==> src/rtl/pll_sweep_ctrl.sv <==
// pll_sweep_ctrl: PLL reconfiguration sequencer with auto frequency sweep
// and a BCD elapsed-time counter for the memtest OSD.
module pll_sweep_ctrl #(
  parameter int ENTRIES = 38,
  parameter int POS_W   = 6,
  parameter int SLOT    = 8,
  parameter int CLK_HZ  = 50_000_000,
  parameter int LOCK_TO = 1_000_000,
  parameter int DIGITS  = 4
) (
  input  logic                  clk,
  input  logic                  reset,
  input  logic                  cmd_up,
  input  logic                  cmd_down,
  input  logic                  cmd_retry,
  input  logic                  cmd_auto,
  input  logic                  cmd_stop,
  input  logic                  stop_on_fail,
  input  logic                  round_done,
  input  logic                  round_err,
  output logic [POS_W-1:0]      tbl_idx,
  input  logic [31:0]           tbl_m,
  input  logic [31:0]           tbl_k,
  input  logic [31:0]           tbl_c,
  output logic [5:0]            mgmt_address,
  output logic [31:0]           mgmt_writedata,
  output logic                  mgmt_write,
  input  logic                  mgmt_waitrequest,
  input  logic                  locked,
  output logic                  pll_reset,
  output logic                  recfg,
  output logic [POS_W-1:0]      pos,
  output logic                  auto,
  output logic [POS_W-1:0]      best_pos,
  output logic                  best_valid,
  output logic                  lock_fail,
  output logic [4*DIGITS-1:0]   mins,
  output logic [7:0]            secs
);

  localparam int CW = $clog2(SLOT + 1);
  localparam int LW = $clog2(LOCK_TO + 1);
  localparam int TW = $clog2(CLK_HZ + 1);
  localparam int MW = 4 * DIGITS;
  localparam logic [POS_W-1:0] TOP = POS_W'(ENTRIES - 1);

  typedef enum logic [2:0] {IDLE, WR, PRST, PREL, LOCKW, RUN} state_t;

  state_t            state_q, state_d;
  logic [2:0]        slot_q, slot_d;
  logic [CW-1:0]     cnt_q, cnt_d;
  logic [LW-1:0]     tmr_q, tmr_d;
  logic [POS_W-1:0]  pos_q, pos_d;
  logic              auto_q, auto_d;
  logic [POS_W-1:0]  best_pos_q, best_pos_d;
  logic              best_valid_q, best_valid_d;
  logic              lock_fail_q, lock_fail_d;
  logic              recfg_q, recfg_d;
  logic              pll_reset_q, pll_reset_d;
  logic              mw_q, mw_d;
  logic [5:0]        maddr_q, maddr_d;
  logic [31:0]       mdata_q, mdata_d;
  logic [TW-1:0]     tick_q, tick_d;
  logic [5:0]        sixty_q, sixty_d;
  logic [7:0]        secs_q, secs_d;
  logic [MW-1:0]     mins_q, mins_d;

  logic              up_ok, dn_ok, cmd_hit;
  logic              reconf, evt, evt_err;
  logic [5:0]        wa;
  logic [31:0]       wd;

  function automatic logic [MW-1:0] bcd_inc(input logic [MW-1:0] v);
    logic [MW-1:0] r;
    logic          c;
    r = v;
    c = 1'b1;
    for (int i = 0; i < DIGITS; i++) begin
      if (c) begin
        if (v[4*i +: 4] == 4'd9) begin
          r[4*i +: 4] = 4'd0;
        end else begin
          r[4*i +: 4] = v[4*i +: 4] + 4'd1;
          c = 1'b0;
        end
      end
    end
    return r;
  endfunction

  // Reconfig write list, one entry per slot
  always_comb begin
    wa = 6'd0;
    wd = 32'd0;
    case (slot_q)
      3'd0: begin wa = 6'd0; wd = 32'd0;       end
      3'd1: begin wa = 6'd4; wd = tbl_m;       end
      3'd2: begin wa = 6'd7; wd = tbl_k;       end
      3'd3: begin wa = 6'd3; wd = 32'h10000;   end
      3'd4: begin wa = 6'd5; wd = tbl_c;       end
      3'd5: begin wa = 6'd9; wd = 32'd1;       end
      3'd6: begin wa = 6'd8; wd = 32'd7;       end
      3'd7: begin wa = 6'd2; wd = 32'd0;       end
    endcase
  end

  always_comb begin
    state_d      = state_q;
    slot_d       = slot_q;
    cnt_d        = cnt_q;
    tmr_d        = tmr_q;
    pos_d        = pos_q;
    auto_d       = auto_q;
    best_pos_d   = best_pos_q;
    best_valid_d = best_valid_q;
    lock_fail_d  = lock_fail_q;
    recfg_d      = recfg_q;
    pll_reset_d  = pll_reset_q;
    mw_d         = 1'b0;
    maddr_d      = maddr_q;
    mdata_d      = mdata_q;
    tick_d       = tick_q;
    sixty_d      = sixty_q;
    secs_d       = secs_q;
    mins_d       = mins_q;
    reconf       = 1'b0;
    evt          = 1'b0;
    evt_err      = 1'b0;

    up_ok   = cmd_up && !cmd_down && (pos_q < TOP);
    dn_ok   = cmd_down && !cmd_up && (pos_q != '0);
    cmd_hit = cmd_stop | cmd_auto | cmd_retry | up_ok | dn_ok;

    unique case (state_q)
      WR: begin
        if (cnt_q == '0) begin
          if (!mgmt_waitrequest) begin
            mw_d    = 1'b1;
            maddr_d = wa;
            mdata_d = wd;
            cnt_d   = CW'(1);
          end
        end else if (cnt_q == CW'(SLOT - 1)) begin
          cnt_d = '0;
          if (slot_q == 3'd7) state_d = PRST;
          else slot_d = slot_q + 3'd1;
        end else begin
          cnt_d = cnt_q + CW'(1);
        end
      end
      PRST: begin
        if (cnt_q == '0) pll_reset_d = 1'b1;
        if (cnt_q == CW'(SLOT)) begin
          pll_reset_d = 1'b0;
          cnt_d       = '0;
          state_d     = PREL;
        end else begin
          cnt_d = cnt_q + CW'(1);
        end
      end
      PREL: begin
        tmr_d   = '0;
        state_d = LOCKW;
      end
      LOCKW: begin
        if (locked) begin
          state_d     = RUN;
          recfg_d     = 1'b0;
          lock_fail_d = 1'b0;
        end else if (tmr_q == LW'(LOCK_TO - 1)) begin
          state_d     = RUN;
          recfg_d     = 1'b0;
          lock_fail_d = 1'b1;
          evt         = 1'b1;
          evt_err     = 1'b1;
        end else begin
          tmr_d = tmr_q + LW'(1);
        end
      end
      RUN: begin
        evt     = round_done;
        evt_err = round_err;
      end
      default: ;
    endcase

    // Sweep step; a coincident command discards the round
    if (evt && auto_q && !cmd_hit) begin
      if (evt_err && stop_on_fail) begin
        auto_d = 1'b0;
      end else begin
        if (!evt_err) begin
          best_pos_d   = pos_q;
          best_valid_d = 1'b1;
        end
        if (pos_q < TOP) begin
          pos_d  = pos_q + POS_W'(1);
          reconf = 1'b1;
        end else begin
          auto_d = 1'b0;
        end
      end
    end

    if (cmd_stop) begin
      auto_d = 1'b0;
    end else if (cmd_auto) begin
      pos_d        = '0;
      auto_d       = 1'b1;
      best_valid_d = 1'b0;
      reconf       = 1'b1;
    end else if (cmd_retry) begin
      auto_d = 1'b0;
      reconf = 1'b1;
    end else if (up_ok) begin
      pos_d  = pos_q + POS_W'(1);
      auto_d = 1'b0;
      reconf = 1'b1;
    end else if (dn_ok) begin
      pos_d  = pos_q - POS_W'(1);
      auto_d = 1'b0;
      reconf = 1'b1;
    end

    if (reconf) begin
      state_d     = WR;
      slot_d      = '0;
      cnt_d       = '0;
      recfg_d     = 1'b1;
      pll_reset_d = 1'b0;
      mw_d        = 1'b0;
    end

    if (recfg_q) begin
      tick_d  = '0;
      sixty_d = '0;
      secs_d  = '0;
      mins_d  = '0;
    end else if (tick_q == TW'(CLK_HZ - 1)) begin
      tick_d = '0;
      secs_d = secs_q + 8'd1;
      if (sixty_q == 6'd59) begin
        sixty_d = '0;
        mins_d  = bcd_inc(mins_q);
      end else begin
        sixty_d = sixty_q + 6'd1;
      end
    end else begin
      tick_d = tick_q + TW'(1);
    end
  end

  always_ff @(posedge clk) begin
    if (reset) begin
      state_q      <= WR;
      slot_q       <= '0;
      cnt_q        <= '0;
      tmr_q        <= '0;
      pos_q        <= '0;
      auto_q       <= 1'b1;
      best_pos_q   <= '0;
      best_valid_q <= 1'b0;
      lock_fail_q  <= 1'b0;
      recfg_q      <= 1'b1;
      pll_reset_q  <= 1'b0;
      mw_q         <= 1'b0;
      maddr_q      <= '0;
      mdata_q      <= '0;
      tick_q       <= '0;
      sixty_q      <= '0;
      secs_q       <= '0;
      mins_q       <= '0;
    end else begin
      state_q      <= state_d;
      slot_q       <= slot_d;
      cnt_q        <= cnt_d;
      tmr_q        <= tmr_d;
      pos_q        <= pos_d;
      auto_q       <= auto_d;
      best_pos_q   <= best_pos_d;
      best_valid_q <= best_valid_d;
      lock_fail_q  <= lock_fail_d;
      recfg_q      <= recfg_d;
      pll_reset_q  <= pll_reset_d;
      mw_q         <= mw_d;
      maddr_q      <= maddr_d;
      mdata_q      <= mdata_d;
      tick_q       <= tick_d;
      sixty_q      <= sixty_d;
      secs_q       <= secs_d;
      mins_q       <= mins_d;
    end
  end

  assign tbl_idx        = pos_q;
  assign pos            = pos_q;
  assign auto           = auto_q;
  assign best_pos       = best_pos_q;
  assign best_valid     = best_valid_q;
  assign lock_fail      = lock_fail_q;
  assign recfg          = recfg_q;
  assign pll_reset      = pll_reset_q;
  assign mgmt_write     = mw_q;
  assign mgmt_address   = maddr_q;
  assign mgmt_writedata = mdata_q;
  assign mins           = mins_q;
  assign secs           = secs_q;

endmodule
==> config.mk <==
export PLATFORM = sky130hd
export DESIGN_NAME = pll_sweep_ctrl
export DESIGN_NICKNAME = d
export VERILOG_FILES = /design/src/rtl/pll_sweep_ctrl.sv
export SDC_FILE = /design/constraint.sdc
export NUM_CORES = 1
export LEC_CHECK = 0
export ABC_AREA = 1
export BUFFER_PORTS_ARGS = -buffer_cell sky130_fd_sc_hd__buf_4
export CORE_AREA = 10 10 161 163
export CTS_BUF_LIST = sky130_fd_sc_hd__clkbuf_4 sky130_fd_sc_hd__clkbuf_8
export CTS_CLUSTER_DIAMETER = 150
export DETAILED_ROUTE_END_ITERATION = 10
export DIE_AREA = 0 0 171 173
export PLACE_DENSITY = 0.56
export REMOVE_ABC_BUFFERS = 1
export SLEW_MARGIN = 10
export SYNTH_ARGS = -nofsm -noshare
export SYNTH_HDL_FRONTEND = slang
export SYNTH_SLANG_ARGS = --single-unit
==> constraint.sdc <==
create_clock -name clk -period 5.5 [get_ports clk]
set_input_delay 0.55 -clock clk [delete_from_list [all_inputs] [get_ports clk]]
set_output_delay 0.55 -clock clk [all_outputs]
set_load 0.01 [all_outputs]
Yosys cells after proc, flatten, opt, wreduce, memory -nomap -nowiden
Index checks and enable logic that the tools add are counted.

word-level totals
  bits of input ports = 108
  flip-flop bits (word level) = 142
  word-level logic and storage cells = 187
  output and inout port bits = 86

cells by class
  reductions and logical operators = 37
  multiplexer cells = 76
  magnitude comparators = 1
  eq/ne operators = 30
  bitwise gates (word level) = 10
  $add $sub $neg = 12

operators with widths
  kind                                                                    count
  32-bit one-hot mux with 7 select lines                                  1
  6-bit two-way mux                                                       9
  6-bit one-hot mux with 8 select lines                                   1
  1-bit two-way mux                                                       44
  20-bit two-way mux                                                      2
  20-bit one-hot mux with 2 select lines                                  1
  4-bit two-way mux                                                       8
  26-bit by 1-bit adder with 26-bit output (second input constant)        1
  26-bit equality test (second input constant)                            1
  20-bit by 1-bit adder with 20-bit output (second input constant)        1
  4-bit by 1-bit adder with 4-bit output (second input constant)          5
  20-bit equality test (second input constant)                            1
  4-bit equality test (second input constant)                             5
  3-bit equality test (second input constant)                             6
  3-bit two-way mux                                                       6
  3-bit AND reduction                                                     6
  6-bit by 1-bit adder with 6-bit output (second input constant)          2
  3-bit by 2-bit equality test with 1-bit output (second input constant)  4
  2-bit != test (second input constant)                                   6
  3-bit one-hot mux with 4 select lines                                   1
  6-bit nonzero test                                                      2
  2-bit AND reduction                                                     5
  8-bit by 1-bit adder with 8-bit output (second input constant)          1
  4-bit one-hot mux with 2 select lines                                   1
  other kinds (22)                                                        46

Logic depth before layout (Yosys ltp)
Gate-level depths: netlist of run 1.

  word-level depth = 14
  depth in mapped cells = 15
  mapped depth without buffers = 15

Worst setup path after synthesis of run 1
Ideal clock, no wire load.

  path type = reg2reg
  start point = reg pos_q[0], in the netlist pos[0]
  end point = reg slot_q[0]
  data required time = 5384 ps
  setup time = 116 ps
  path buffers = 1
  period minus slack after synthesis = 1968 ps
  setup slack = 3532 ps
  cell stages (with the launch flop) = 16
  data arrival time = 1852 ps
  cells stage by stage = dfxtp_1 inv_1 ha_1 inv_1 nand2_1 nand2_1 nand2_1 nand3_1 nand2_2 nor2_8 nand3_4 inv_2 nand3_2 nand2_2 buf_6 nor2_1

on the way
  cells in the longest elaborated chain, start to end = 13
  elaborated cells between the ends (all ways) = 17
  those cells by class = 1 x order compare; 8 x mux; 2 x bitwise; 6 x reduce/logical

RTL lines
  what                              RTL line  source
  from (decl)                       53        logic [POS_W-1:0] pos_q, pos_d;
  from (signal assigned)            278       pos_q <= pos_d;
  6-bit less-than comparator        130, 196
  1-bit logical AND                 130       up_ok = cmd_up && !cmd_down && (pos_q < TOP);
  1-bit OR (2 in series)            132       cmd_hit = cmd_stop | cmd_auto | cmd_retry | up_ok | dn_ok;
  1-bit logical NOT                 188       if (evt && auto_q && !cmd_hit) begin
  1-bit logical AND                 188
  1-bit two-way mux                 188
  1-bit two-way mux                 219       end else if (dn_ok) begin
  1-bit two-way mux                 215       end else if (up_ok) begin
  1-bit two-way mux                 212       end else if (cmd_retry) begin
  1-bit two-way mux                 207       end else if (cmd_auto) begin
  1-bit two-way mux (*)             205       if (cmd_stop) begin
  2-bit OR reduction (no line) (*)  -
  to (signal assigned)              275       slot_q <= slot_d;
  to (decl)                         50        logic [2:0] slot_q, slot_d;

Mark *: on every way between the ends. The rest lies on a longest branch, timed or not.
A chain may end at the register's enable or synchronous reset.

Final worst setup path of run 1
  start point = reg tick_q[0]
  end point = reg tick_q[2]

on the way
  cells in the longest elaborated chain, start to end = 2
  elaborated cells between the ends (all ways) = 3
  those cells by class = 1 x add/sub; 1 x eq/ne; 1 x reduce/logical

RTL lines
  what                                                                                              RTL line  source
  from (decl)                                                                                       63        logic [TW-1:0] tick_q, tick_d;
  from (signal assigned)                                                                            288       tick_q <= tick_d;
  parallel branches: the longest is 2 deep, another holds 26-bit by 1-bit adder with 26-bit output  -

Parallel ways; which one is timed is not known.

==> key figures, run 1 <==
Timing
  – Worst-Margin Slew: 1086 ps
  – Relative slew margins: 27.54%
  – Hold Slack: 348.6 ps
  – Final setup viols: 0
  – Hold Vio Cnt, Final: 0
  – Final Cycle Share: 46.47%
  – Clock skew: 22.39 ps
  – Fmax: 0.3912 GHz
  – RSZ-0062 raised after global routing: no
  – Fin Setup TNS: 0 ps
  – Tmin final: 2556 ps
  – Max-slew violations: 0

Logic synthesis
  – Sequential area share after synthesis: 35.90%
  – Synth unique cells: 52
  – Mean Syn Cell Area: 6.952 um2
  – Ys flop type: dfxtp_1
  – Synth Instances: 1123
  – Async set-or-reset flop fraction in the synthesized netlist: 0%
  – Synthesized area: 0.007807 mm2
  – Yosys warns: 0
  – Flops & latches, synth: 140
  – Number of synthesized flops with an enable pin: 0

Setup path
  – Slowest cell on crit path: nand2_1
  – CP Cell Sequence: ha_1 > nand2_1 > nor2_2 > nand4_1 > nor3_1 > nand2b_1 > nand2_1 > nor3b_1
  – Worst-path fanout max: 24
  – Worst path required time: 5790 ps
  – Most Frequent Cell on Critical Path: nand2_1
  – Slowest stage delay, CP: 830 ps
  – Crit path DAT: 2850 ps
  – Type of origin of the critical path: flop
  – Endpoint type of the worst setup path: flop
  – Worst Setup Path Type: reg2reg

Route
  – 1st-pass router iterations: 7
  – Residual DRC: 0
  – Antenna viol nets, final: 0
  – Drt initial violations: 383
  – Routed vias/inst: 4.951
  – Post-Route WL: 23900 um
  – Total number of vias: 7837
  – WL/cell: 15.10 um

Power and ir drop
  – Max IR drop VDD: 0.0001408 V
  – Pleak: 0.003968 uW
  – Pwr per Cell Area: 233.5 mW/mm2
  – Final Power: 2297 uW

Cells and area
  – Synthesis-to-finish area growth: 25.99%
  – Commonest non-fill, non-tap cells in the layout: nand2_1 (268), buf_4 (195), dfxtp_1 (140)
  – Fin util: 43.58%
  – Number of nets in the layout: 1410
  – Commonest non-fill, non-tap cell in the layout: nand2_1
  – Layout fillers: 2388
  – Ant. Diodes: 0
  – Share of cells above drive strength 1: 21.65%

Global routing
  – Largest net degree at the start of global routing: 72
  – GRT Util Overall: 16.09%
  – First-pass GRT wire length: 39390 um
  – Initial antenna violation count: 0
  – Vias in the first global route: 7737
  – Final global-route overflow total: 0

Clocking
  – Clk_lat worst skew: 460 ps
  – TritonCTS Buffers: 17
  – Clk pin slew, worst setup/hold paths: 90 ps
  – CTS tree: built
  – Root Driver: clkbuf_8
  – Post_cts resized: 0
  – Setup Buffers After CTS: 0
  – Clock Tree Buf Depth: 2
  – CTS Sinks: 140
  – Hold buffers post-CTS: 0
  – H-tree depth: 4

Floorplan
  – # rows: 55
  – Ports: 194
  – Die width: 171 um
  – Die Y: 173 um
  – Core area: 0.02257 mm2
  – Initial core utilization: 34.59%
  – Die footprint: 0.02958 mm2

Outcome
  – Status: complete, no violations

Placed design
  – GP Congestion: 0.8381
  – Port Buffers: 191
  – DP HPWL: 18080 um

Hold path
  – Hold Crit Class: in2reg

Flow run
  – Max Cap Viol: 0
==> per-stage QoR <==
step / setup slack [ps] / cells / cell area (um2)
after floorplan: 3108 / 1071 / 7535
after global placement: 2945 / 1551 / 9358
after detailed placement: 2954 / 1551 / 9358
after CTS: 2939 / 1583 / 9832
after global routing: 2593 / 1583 / 9837
final: 2944 / 1583 / 9837
==> synthesized netlist by cell type (2+ instances only) <==
library cell	n	share of area, %
inv_1	105	5.0
nand4_1	45	3.6
dfxtp_1	140	36
inv_2	10	0.48
nor3_1	19	1.2
o31ai_1	2	0.19
buf_4	10	0.96
a21oi_2	9	1.0
buf_6	4	0.58
buf_1	2	0.096
nor2_4	2	0.29
nand3b_1	2	0.19
xor2_1	17	1.9
buf_2	8	0.51
or2_2	8	0.64
xnor2_1	12	1.3
a22o_1	30	3.4
o211ai_1	3	0.29
nand2_2	9	0.72
nand3_2	2	0.26
nand2_1	268	13
a31oi_1	34	2.7
a21oi_1	81	5.2
o21ai_1	17	1.1
nor4_1	8	0.64
a211oi_1	2	0.19
a21o_1	2	0.19
nor3b_1	4	0.38
nand3_1	59	3.8
o21ai_0	59	3.8
clkbuf_1	29	1.4
ha_1	17	2.7
nor3_2	2	0.26
nor2_2	6	0.48
nor2_1	79	3.8
==> kinds of logic after synthesis <==
kind of cell | count (synthesis) | share of synthesized area, %
AO/OA/AOI/OAI | 244 | 18.53
XOR/XNOR | 29 | 3.253
adder cells (fa/ha/maj) | 17 | 2.724
buffers and inverters | 170 | 9.199
flip-flops | 140 | 35.90
multiplexers | 1 | 0.1282
other | 1 | 0.04803
AND/OR/NAND/NOR | 521 | 30.22
==> layer usage <==
layer  vias up  track usage, %  routed length (um)
met3        14           7.356                2278
li1       4107               -                   -
met1      3502           18.75               10460
met2       214           26.12               10950
met4         0           3.914                 217
met5         -               0                   0
==> worst paths after layout <==
path	endpoint	slack (ps)	from	depth (start not counted)
setup reg to reg	tick_q[2]$_SDFF_PP0_	2940	tick_q[0]$_SDFF_PP0_	8
hold / removal	mgmt_writedata[20]$_SDFFE_PP0P_	350	tbl_m[20]	3
setup / recovery	tick_q[2]$_SDFF_PP0_	2940	tick_q[0]$_SDFF_PP0_	8
hold reg to reg	tick_q[0]$_SDFF_PP0_	450	tick_q[0]$_SDFF_PP0_	1
==> worst max-delay path, delay by kind of cell, from the launching register on <==
| kind | cells | cell delay, ps |
|---|---|---|
| flops | 1 | 360 |
| fa+ha+maj | 1 | 180 |
| simple gates | 7 | 1870 |
==> flip-flops by register name, indices dropped and copies added (netlist names), 4 cells and up <==
name,flops
best_pos,6
secs,8
mgmt_writedata,32
pos,6
sixty_q,6
mins,16
mgmt_address,4
tmr_q,20
cnt_q,4
tick_q,26
==> power breakdown <==
group / switching, uW / internal, uW / total (uW)
Sequential: 20.5 / 1040 / 1060
Clock: 434 / 568 / 1000
Combinational: 116 / 116 / 232
==> final cells by class <==
| class | count | area (um2) | share of cell area [%] |
|---|---|---|---|
| inverter | 117 | 441.7 | 4.490 |
| tap | 285 | 356.6 | 3.625 |
| clock inverter | 13 | 212.7 | 2.162 |
| clock buffer | 19 | 261.5 | 2.658 |
| multi-input combinational | 814 | 4298 | 43.69 |
| timing repair buffer | 195 | 1464 | 14.88 |
| sequential | 140 | 2803 | 28.49 |
No activity file was read; power rests on OpenSTA's default activity.
==> inputs of run 2 (changes only) <==
clock period = 2.4 ns   (was 5.5 ns; I/O delays follow)
==> run 2 against run 1 <==
Against the previous run: register-to-register slack worse by 2700 ps; sequential share of layout area down 0.35 points; utilization up 0.54 points; die area stayed put; worst setup slack worse by 2700 ps; combinational power grew 140%; largest power group unchanged; clock power rose by 110%; critical path depth grew 3; total power grew 120%; hold slack got worse by 310 ps; flip-flop and latch count is the same; routed wire length increased by 0.23%.
==> key figures, run 2 (synthesis results as in run 1) <==
Outcome
  – Status: complete, no violations

Timing
  – RSZ-0062 raised after global routing: no
  – Worst-Margin Slew: 776.6 ps
  – Tmin final: 2151 ps
  – Max-slew violations: 0
  – Relative slew margins: 47.99%
  – Fmax: 0.4649 GHz
  – Clock skew: 17.57 ps
  – Fin Setup TNS: 0 ps
  – Hold Slack: 35.20 ps
  – Final setup viols: 0
  – Final Cycle Share: 89.63%
  – Hold Vio Cnt, Final: 0

Cells and area
  – Share of cells above drive strength 1: 22.78%
  – Synthesis-to-finish area growth: 27.55%
  – Final std cells w/o fill: 1604
  – Number of nets in the layout: 1429
  – Max reg flops: 32
  – Commonest non-fill, non-tap cell in the layout: nand2_1
  – Commonest non-fill, non-tap cells in the layout: nand2_1 (268), buf_4 (213), dfxtp_1 (140)

Setup path
  – CP bufs+invs: 1
  – FF-to-FF path depth: 11
  – Type of origin of the critical path: flop
  – Crit path max-delay family: simple AND/OR/NAND/NOR gates
  – Crit path DAT: 2510 ps
  – Instance count on the critical path: 11
  – Worst path required time: 2760 ps
  – Slowest stage delay, CP: 370 ps
  – Endpoint type of the worst setup path: flop
  – Slowest cell on crit path: dfxtp_1
  – Worst Setup Path Type: reg2reg
  – Most Frequent Cell on Critical Path: nand2_1
  – Worst-path fanout max: 13
  – CP Cell Sequence: ha_1 > nand3_1 > nor2_1 > nand2_1 > nand2_2 > nand2_2 > inv_2 > nor2_1 > nand2_1 > nand2_1 > a22oi_1

Global routing
  – GRT Util Overall: 16.01%
  – Largest net degree at the start of global routing: 72
  – First-pass GRT wire length: 39180 um
  – Final global-route overflow total: 0
  – Initial antenna violation count: 2
  – Vias in the first global route: 7809

Route
  – Drt initial violations: 442
  – Post-Route WL: 23960 um
  – WL/cell: 14.94 um
  – Routed vias/inst: 4.921
  – Total number of vias: 7894
  – 1st-pass router iterations: 6
  – Antenna viol nets, final: 0
  – Residual DRC: 0

Power and ir drop
  – Sw Ratio: 25.27%
  – Psw: 1294 uW
  – Clk network pwr share: 41.8%
  – Pleak: 0.004056 uW
  – Max IR drop VDD: 0.0003137 V
  – Reg power frac: 47.5%
  – P_int: 3827 uW
  – Final Power: 5121 uW
  – Comb power frac: 10.7%
  – Pwr per Cell Area: 514.3 mW/mm2

Floorplan
  – # rows: 55
  – Core area: 0.02257 mm2
  – Die footprint: 0.02958 mm2
  – Die Y: 173 um
  – Initial core utilization: 34.59%
  – Ports: 194
  – Die width: 171 um

Clocking
  – Hold buffers post-CTS: 0
  – CTS Sinks: 140
  – Post_cts resized: 0
  – Clock Tree Buf Depth: 2
  – H-tree depth: 4
  – Root Driver: clkbuf_8
  – Setup Buffers After CTS: 0
  – Clk_lat worst skew: 460 ps
  – CTS tree: built
  – Clk pin slew, worst setup/hold paths: 90 ps
  – TritonCTS Buffers: 17

Flow run
  – Max Cap Viol: 0

Placed design
  – Placed Cells incl. Taps: 1570
  – GP Congestion: 0.8521
  – Port Buffers: 191
  – DP HPWL: 18380 um

Hold path
  – Worst Hold Depth: 3
  – Hold Crit Class: in2reg
run 2: cell types whose count changed in the layout (fill, tap and decap cells not counted):
cell       previous run  this run
clkbuf_8             19        18
buf_4               195       213
nor2_4                3         2
nor2_2                6         7
clkinv_2              1         3
diode_2               0         2
buf_12                0         1
bufinv_16             5         4
run 2: worst paths after layout:
check,start,end,slack [ps]
worst min-delay path,tbl_m[20],mgmt_writedata[20]$_SDFFE_PP0P_,40
worst max-delay path,tmr_q[0]$_SDFFE_PP0P_,tmr_q[11]$_SDFFE_PP0P_,250
worst max register to register,tmr_q[0]$_SDFFE_PP0P_,tmr_q[11]$_SDFFE_PP0P_,250
worst min register to register,tick_q[0]$_SDFF_PP0_,tick_q[0]$_SDFF_PP0_,460
run 2: per-layer routing:
layer  wire [um]  global-route usage (%)
met3        2305                   7.379
met1       10460                   18.59
met2       10980                   26.14
met4         220                   3.661
met5           0                       0
run 2: layout make-up:
| cell class | count | area [um2] |
|---|---|---|
| diodes | 2 | 5.005 |
| clock buffers | 18 | 247.7 |
| clock inverters | 14 | 192.7 |
| fillers | 2364 | 12610 |
| inverters | 117 | 441.7 |
| multi-input cells | 814 | 4293 |
| flip-flops and latches | 140 | 2803 |
| well taps | 285 | 356.6 |
| repair buffers | 214 | 1619 |
run 2: power groups by stage:
stage / sequential, uW / clock [uW] / combinational (uW)
after floorplan: 2510 / 0 / 183
after global placement: 2480 / 0 / 560
after detailed placement: 2480 / 0 / 555
after CTS: 2430 / 2200 / 556
after global routing: 2440 / 2300 / 608
final: 2430 / 2140 / 548
run 2: metrics by stage:
step                      area, um2  util, %  setup WS, ps
after floorplan                7535        -         7.785
after global placement         9513    42.15         377.6
after detailed placement       9513    42.15         280.6
after CTS                      9953    44.10         276.3
after global routing           9953    44.10         38.18
final                          9958    44.12         248.9
run 2: worst reg2reg max path: stages (launching register included):
cell and delay (ps):
dfxtp_1 370, ha_1 280, nand3_1 170, nor2_1 240
nand2_1 120, nand2_2 120, nand2_2 130, inv_2 230
nor2_1 110, nand2_1 70, nand2_1 60, a22oi_1 170
